--- config.mk ---
export PLATFORM = sky130hd
export DESIGN_NAME = pipe_exe
export DESIGN_NICKNAME = d
export VERILOG_FILES = /design/src/rtl/pipe_exe.sv
export SDC_FILE = /design/constraint.sdc
export NUM_CORES = 1
export LEC_CHECK = 0
export ABC_AREA = 1
export BUFFER_PORTS_ARGS = -buffer_cell sky130_fd_sc_hd__buf_4
export CAP_MARGIN = 20
export CELL_PAD_IN_SITES_DETAIL_PLACEMENT = 1
export CELL_PAD_IN_SITES_GLOBAL_PLACEMENT = 1
export CORE_MARGIN = 2
export CORE_UTILIZATION = 35
export CTS_BUF_LIST = sky130_fd_sc_hd__clkbuf_4 sky130_fd_sc_hd__clkbuf_8
export CTS_CLUSTER_DIAMETER = 30
export DETAILED_ROUTE_END_ITERATION = 8
export GPL_TIMING_DRIVEN = 0
export PLACE_DENSITY_LB_ADDON = 0.1
export SYNTH_ARGS = -nofsm -noshare
export SYNTH_HDL_FRONTEND = slang
export SYNTH_SLANG_ARGS = --single-unit
--- constraint.sdc ---
create_clock -name clk -period 5.25 [get_ports clk]
set_input_delay 0.2625 -clock clk [delete_from_list [all_inputs] [get_ports clk]]
set_output_delay 0.2625 -clock clk [all_outputs]
set_load 0.03 [all_outputs]
--- src/rtl/pipe_exe.sv ---
// Execute stage: ID/EX pipeline register with stall/flush control, operand select and ALU.
// Presents the registered control bundle, store data and ALU result to the memory stage.
module pipe_exe #(
  parameter int WIDTH = 32
) (
  input  logic             clk,
  input  logic             clrn,
  input  logic             stall,
  input  logic             flush,
  input  logic             IDwreg,
  input  logic             IDm2reg,
  input  logic             IDwmem,
  input  logic [3:0]       IDaluc,
  input  logic             IDshift,
  input  logic             IDaluimm,
  input  logic [4:0]       IDwn,
  input  logic [WIDTH-1:0] IDqa,
  input  logic [WIDTH-1:0] IDqb,
  input  logic [WIDTH-1:0] IDimmeOrSa,
  output logic             EXwreg,
  output logic             EXm2reg,
  output logic             EXwmem,
  output logic [4:0]       EXwn,
  output logic [WIDTH-1:0] EXalu,
  output logic [WIDTH-1:0] EXqb,
  output logic             EXzero,
  output logic             EXvalid
);

  logic             wreg_r;
  logic             m2reg_r;
  logic             wmem_r;
  logic [3:0]       aluc_r;
  logic             shift_r;
  logic             aluimm_r;
  logic [4:0]       wn_r;
  logic [WIDTH-1:0] qa_r;
  logic [WIDTH-1:0] qb_r;
  logic [WIDTH-1:0] imm_r;
  logic             valid_r;

  logic [WIDTH-1:0] a_s;
  logic [WIDTH-1:0] b_s;
  logic [4:0]       sa_s;
  logic [WIDTH-1:0] alu_s;

  // ID/EX register: flush loads an all-zero bubble and wins over stall
  always_ff @(posedge clk or negedge clrn) begin
    if (!clrn) begin
      wreg_r   <= 1'b0;
      m2reg_r  <= 1'b0;
      wmem_r   <= 1'b0;
      aluc_r   <= 4'd0;
      shift_r  <= 1'b0;
      aluimm_r <= 1'b0;
      wn_r     <= 5'd0;
      qa_r     <= {WIDTH{1'b0}};
      qb_r     <= {WIDTH{1'b0}};
      imm_r    <= {WIDTH{1'b0}};
      valid_r  <= 1'b0;
    end else if (flush) begin
      wreg_r   <= 1'b0;
      m2reg_r  <= 1'b0;
      wmem_r   <= 1'b0;
      aluc_r   <= 4'd0;
      shift_r  <= 1'b0;
      aluimm_r <= 1'b0;
      wn_r     <= 5'd0;
      qa_r     <= {WIDTH{1'b0}};
      qb_r     <= {WIDTH{1'b0}};
      imm_r    <= {WIDTH{1'b0}};
      valid_r  <= 1'b0;
    end else if (!stall) begin
      wreg_r   <= IDwreg;
      m2reg_r  <= IDm2reg;
      wmem_r   <= IDwmem;
      aluc_r   <= IDaluc;
      shift_r  <= IDshift;
      aluimm_r <= IDaluimm;
      wn_r     <= IDwn;
      qa_r     <= IDqa;
      qb_r     <= IDqb;
      imm_r    <= IDimmeOrSa;
      valid_r  <= 1'b1;
    end else begin
      valid_r  <= valid_r;
    end
  end

  // Operand select; shift amount comes from the immediate's low five bits
  always_comb begin
    a_s = qa_r;
    b_s = qb_r;
    if (shift_r) begin
      a_s = {{(WIDTH-5){1'b0}}, imm_r[4:0]};
    end else begin
      a_s = qa_r;
    end
    if (aluimm_r) begin
      b_s = imm_r;
    end else begin
      b_s = qb_r;
    end
    sa_s = a_s[4:0];
  end

  // ALU: aluc[3] only matters for the shift group (x011 / x111)
  always_comb begin
    alu_s = {WIDTH{1'b0}};
    case (aluc_r[2:0])
      3'b000:  alu_s = a_s + b_s;
      3'b100:  alu_s = a_s - b_s;
      3'b001:  alu_s = a_s & b_s;
      3'b101:  alu_s = a_s | b_s;
      3'b010:  alu_s = a_s ^ b_s;
      3'b110:  alu_s = b_s << 16;
      3'b011: begin
        if (aluc_r[3]) begin
          alu_s = {WIDTH{1'b0}};
        end else begin
          alu_s = b_s << sa_s;
        end
      end
      3'b111: begin
        if (aluc_r[3]) begin
          alu_s = $signed(b_s) >>> sa_s;
        end else begin
          alu_s = b_s >> sa_s;
        end
      end
      default: alu_s = {WIDTH{1'b0}};
    endcase
  end

  assign EXwreg  = wreg_r;
  assign EXm2reg = m2reg_r;
  assign EXwmem  = wmem_r;
  assign EXwn    = wn_r;
  assign EXqb    = qb_r;
  assign EXvalid = valid_r;
  assign EXalu   = alu_s;
  assign EXzero  = (alu_s == {WIDTH{1'b0}});

endmodule

==> results.cfg <==
[run_status]
status = complete, but fails checks
failing_checks = negative setup slack

[pwr]
p_int_mw = 2.026
combinationalPowerShare_pct = 66.7
clockPowerShare_pct = 11.8
relative_contribution_of_sequential_cells_to_total_power_pct = 21.5
peakVddDrop_mv = 0.3458
power.density_nw_per_um2 = 261.9
share_of_total_power_consumed_by_net_switching_pct = 54.85
power.static_leakage_nw = 8.734
power.switching_mw = 2.461

[sta]
period_utilisation_layout_pct = 102.8
timing.slew.headroom_pct = 29.60
timing_max_transition_violations_final = 0
worst_slack_ns = -0.1460
fmax_mhz = 185.3
worstMarginPinSlew_ns = 1.056
fin_tns_setup_ns = -0.1460
post-route-min-period_ns = 5.396
rsz_0062_raised_after_global_routing = yes
final-hold-violation-count = 0
fin_worst_hold_slack_ns = 0.06376
setup_viol_count_final = 1
timing.clock.skew_ns = 0

[routing]
drt_pass1_iterations = 5
vias_per_cell = 5.892
detail_route.wl_per_cell_um = 26.59
route.detailed.drc = 0
antenna_violating_nets_post_route = 0
drt-initial-drc-count = 1616
routed-via-count = 17970
wirelength_um = 81110

[placed_design]
place_congestion = 1.024
port_buffers = 186
place.detailed.hpwl_um = 64810

[clocking]
path_clk_slew_ns = 0.12
clk_root_buf = clkbuf_8
clock-sinks = 111
tritoncts.num_buffers = 9
cts.htree.levels = 3
clockBufferDepth = 2
clock_insertion_delay_worst_skew_ns = 0.40
tritoncts = done

[global_routing]
track_usage_pct = 39.26
grt.overflow.total = 0
grt_antenna_before_repair = 1
grt_first_pass_wirelength_um = 118000
grt_pass1_vias = 18330
grt_start_max_net_pins = 65

[cells_and_area]
layout-drive-gt1-share_pct = 19.35
fill_cells = 5180
final_core_util_pct = 44.64
antenna_cells_inserted = 0
syn2layout_area_growth_pct = 26.51
design.final.nets = 2738

[synthesis]
synth_area_per_cell_um2 = 5.973
async_reset_ff_share_pct = 100.0
yosys.cell_count.top_type = nand2_1
synth-edff-count = 0
synth.top_cell.area_share_pct = 20.51
postSynthRegisterBits = 111
synth.top_cells.by_count = nand2_1, nand3_1, inv_1, nor2_1, dfrtp_1
synth_cell_types = 51
post_synthesis_sequential_area_ratio_pct = 20.51
synth_area_leaders = dfrtp_1, nand2_1, nand3_1
synthFlopType = dfrtp_1
mappedNetlistArea_um2 = 13540
syn-num-nets = 2478
synthesis.instances = 2267
synth_largest_area_cell = dfrtp_1
synth_warnings = 0

[floorplan]
fp.dieW_um = 200.7
io_pins = 188
core-area_um2 = 38380
die_area_um2 = 40280
initial_utilization_pct = 35.29
die-height_um = 200.7
std_cell_rows = 72

[min_path]
min-delay-path-class = in2reg
hold_sp = IDimmeOrSa[26]
holdPathStages = 3
whs_endpoint = imm_r[26]

[worst_setup_path]
worst_ep_required_time_ns = 4.99
critPathSlowestCell = dfrtp_2
worst-path-buf-inv = 6
r2r_worst_path_depth = 2
setup.worst_path.class = reg2out
critical_path_arrival_ns = 5.13
crit_path_start_kind = register
timing.critical_path.max_delay_family = simple AND/OR/NAND/NOR gates
worstSetupEndpointType = output pin
r2r_end = aluc_r[3]
r2r_start = aluc_r[3]
cpPeakStageDelay_ns = 0.48
regToRegSetupSlack_ns = 4.11
crit_fanout = 10

[job]
drv.max_cap_violation_count = 0
==> metrics by stage <==
stage,total power [mW],cell area [um2],cells,setup slack (ns)
final,4.486,17130,3050,-0.1460
after global routing,4.700,17130,3050,-0.2728
after CTS,4.297,16640,3030,-0.02822
after detailed placement,3.598,15630,2973,-1.063
after global placement,3.555,15590,2971,-0.9557
after floorplan,2.544,13540,2267,0.8028
==> tightest hold or removal path: cells and delay by family <==
family / cells / cell delay, ns
buffers and inverters: 1 / 0.08
AND/OR/NAND/NOR: 2 / 0.11
==> how the worst max path moves through the flow <==
| stage | start | to | slack, ns | depth (start not counted) |
|---|---|---|---|---|
| 2_1_floorplan | aluimm_r | EXzero | 0.80 | 26 |
| 3_3_place_gp | aluc_r[1] | EXzero | -0.96 | 22 |
| 3_5_place_dp | aluc_r[1] | EXzero | -1.06 | 22 |
| 4_1_cts | aluimm_r | EXzero | -0.03 | 28 |
| 5_1_grt | aluimm_r | EXzero | -0.27 | 31 |
| 6_report | aluimm_r | EXzero | -0.15 | 31 |
==> flip-flops by register name, summed over array words and instances, names as in the netlist <==
name,flops
EXqb,32
EXm2reg,1
imm_r,32
aluimm_r,1
EXwn,5
EXwmem,1
EXwreg,1
EXvalid,1
shift_r,1
qa_r,32
aluc_r,4
==> power groups by stage <==
stage                     logic [mW]  registers [mW]  clock network, mW
final                           2.99           0.963              0.529
after CTS                       2.80           0.961              0.535
after global routing            3.16           0.969              0.567
after global placement          2.58           0.973                  0
after floorplan                 1.54            1.01                  0
after detailed placement        2.62           0.975                  0
==> cells by family after synthesis <==
group                      count (synthesis)  synth area share (%)
and+or+nand+nor                         1416                 45.69
xor gates and xnor gates                  42                 2.716
DFF                                      111                 20.51
adders and majority gates                 97                 9.018
buffers and inverters                    335                 10.42
AOI/OAI and AO/OA                        266                 11.64
==> final cells by class <==
| cell class | count | area, um2 | area share (%) |
|---|---|---|---|
| clock inverters | 6 | 58.81 | 0.3433 |
| repair buffers | 251 | 1954 | 11.41 |
| multi-input cells | 1821 | 10130 | 59.14 |
| plain buffers | 119 | 611.8 | 3.571 |
| inverters | 214 | 815.8 | 4.762 |
| clock buffers | 10 | 131.4 | 0.7669 |
| flip-flops and latches | 111 | 2779 | 16.22 |
| well taps | 518 | 648.1 | 3.783 |
==> placed cells by master, fill, tap and decap left out, types with 11 or more instances in the layout <==
| cell | count |
|---|---|
| nand2_1 | 652 |
| nand3_1 | 471 |
| buf_4 | 249 |
| inv_1 | 197 |
| nor2_1 | 140 |
| dfrtp_1 | 110 |
| o21ai_0 | 87 |
| ha_1 | 86 |
| clkbuf_1 | 76 |
| a21oi_1 | 49 |
| nand2_2 | 40 |
| xor2_1 | 33 |
| o21ai_1 | 21 |
| nand4_1 | 21 |
| buf_2 | 19 |
| nor2_2 | 19 |
| buf_6 | 14 |
| o21ai_2 | 13 |
| o21ai_4 | 13 |
| nand3b_1 | 13 |
| a21oi_2 | 13 |
| o2111ai_1 | 13 |
| nor2_4 | 12 |
| nand2_4 | 11 |
| a221oi_1 | 11 |
==> metal layers <==
metal	wire length [um]	global-route usage, %	part of all wire [%]	vias to the layer above
li1	-	-	-	7998
met3	7682	7.354	9.5	201
met1	33300	51.51	41	8774
met4	4633	21.48	5.7	2
met5	11	0	0.014	-
met2	35490	61.01	44	995
==> timing repair <==
item,CTS,global route
hold buffers,2,0
resized for setup,128,76
endpoints found under the setup margin,23,6
pin swaps,47,42
buffers inserted,41,20
endpoints found under the hold margin,48,0
(Power assumes the default switching activity.)
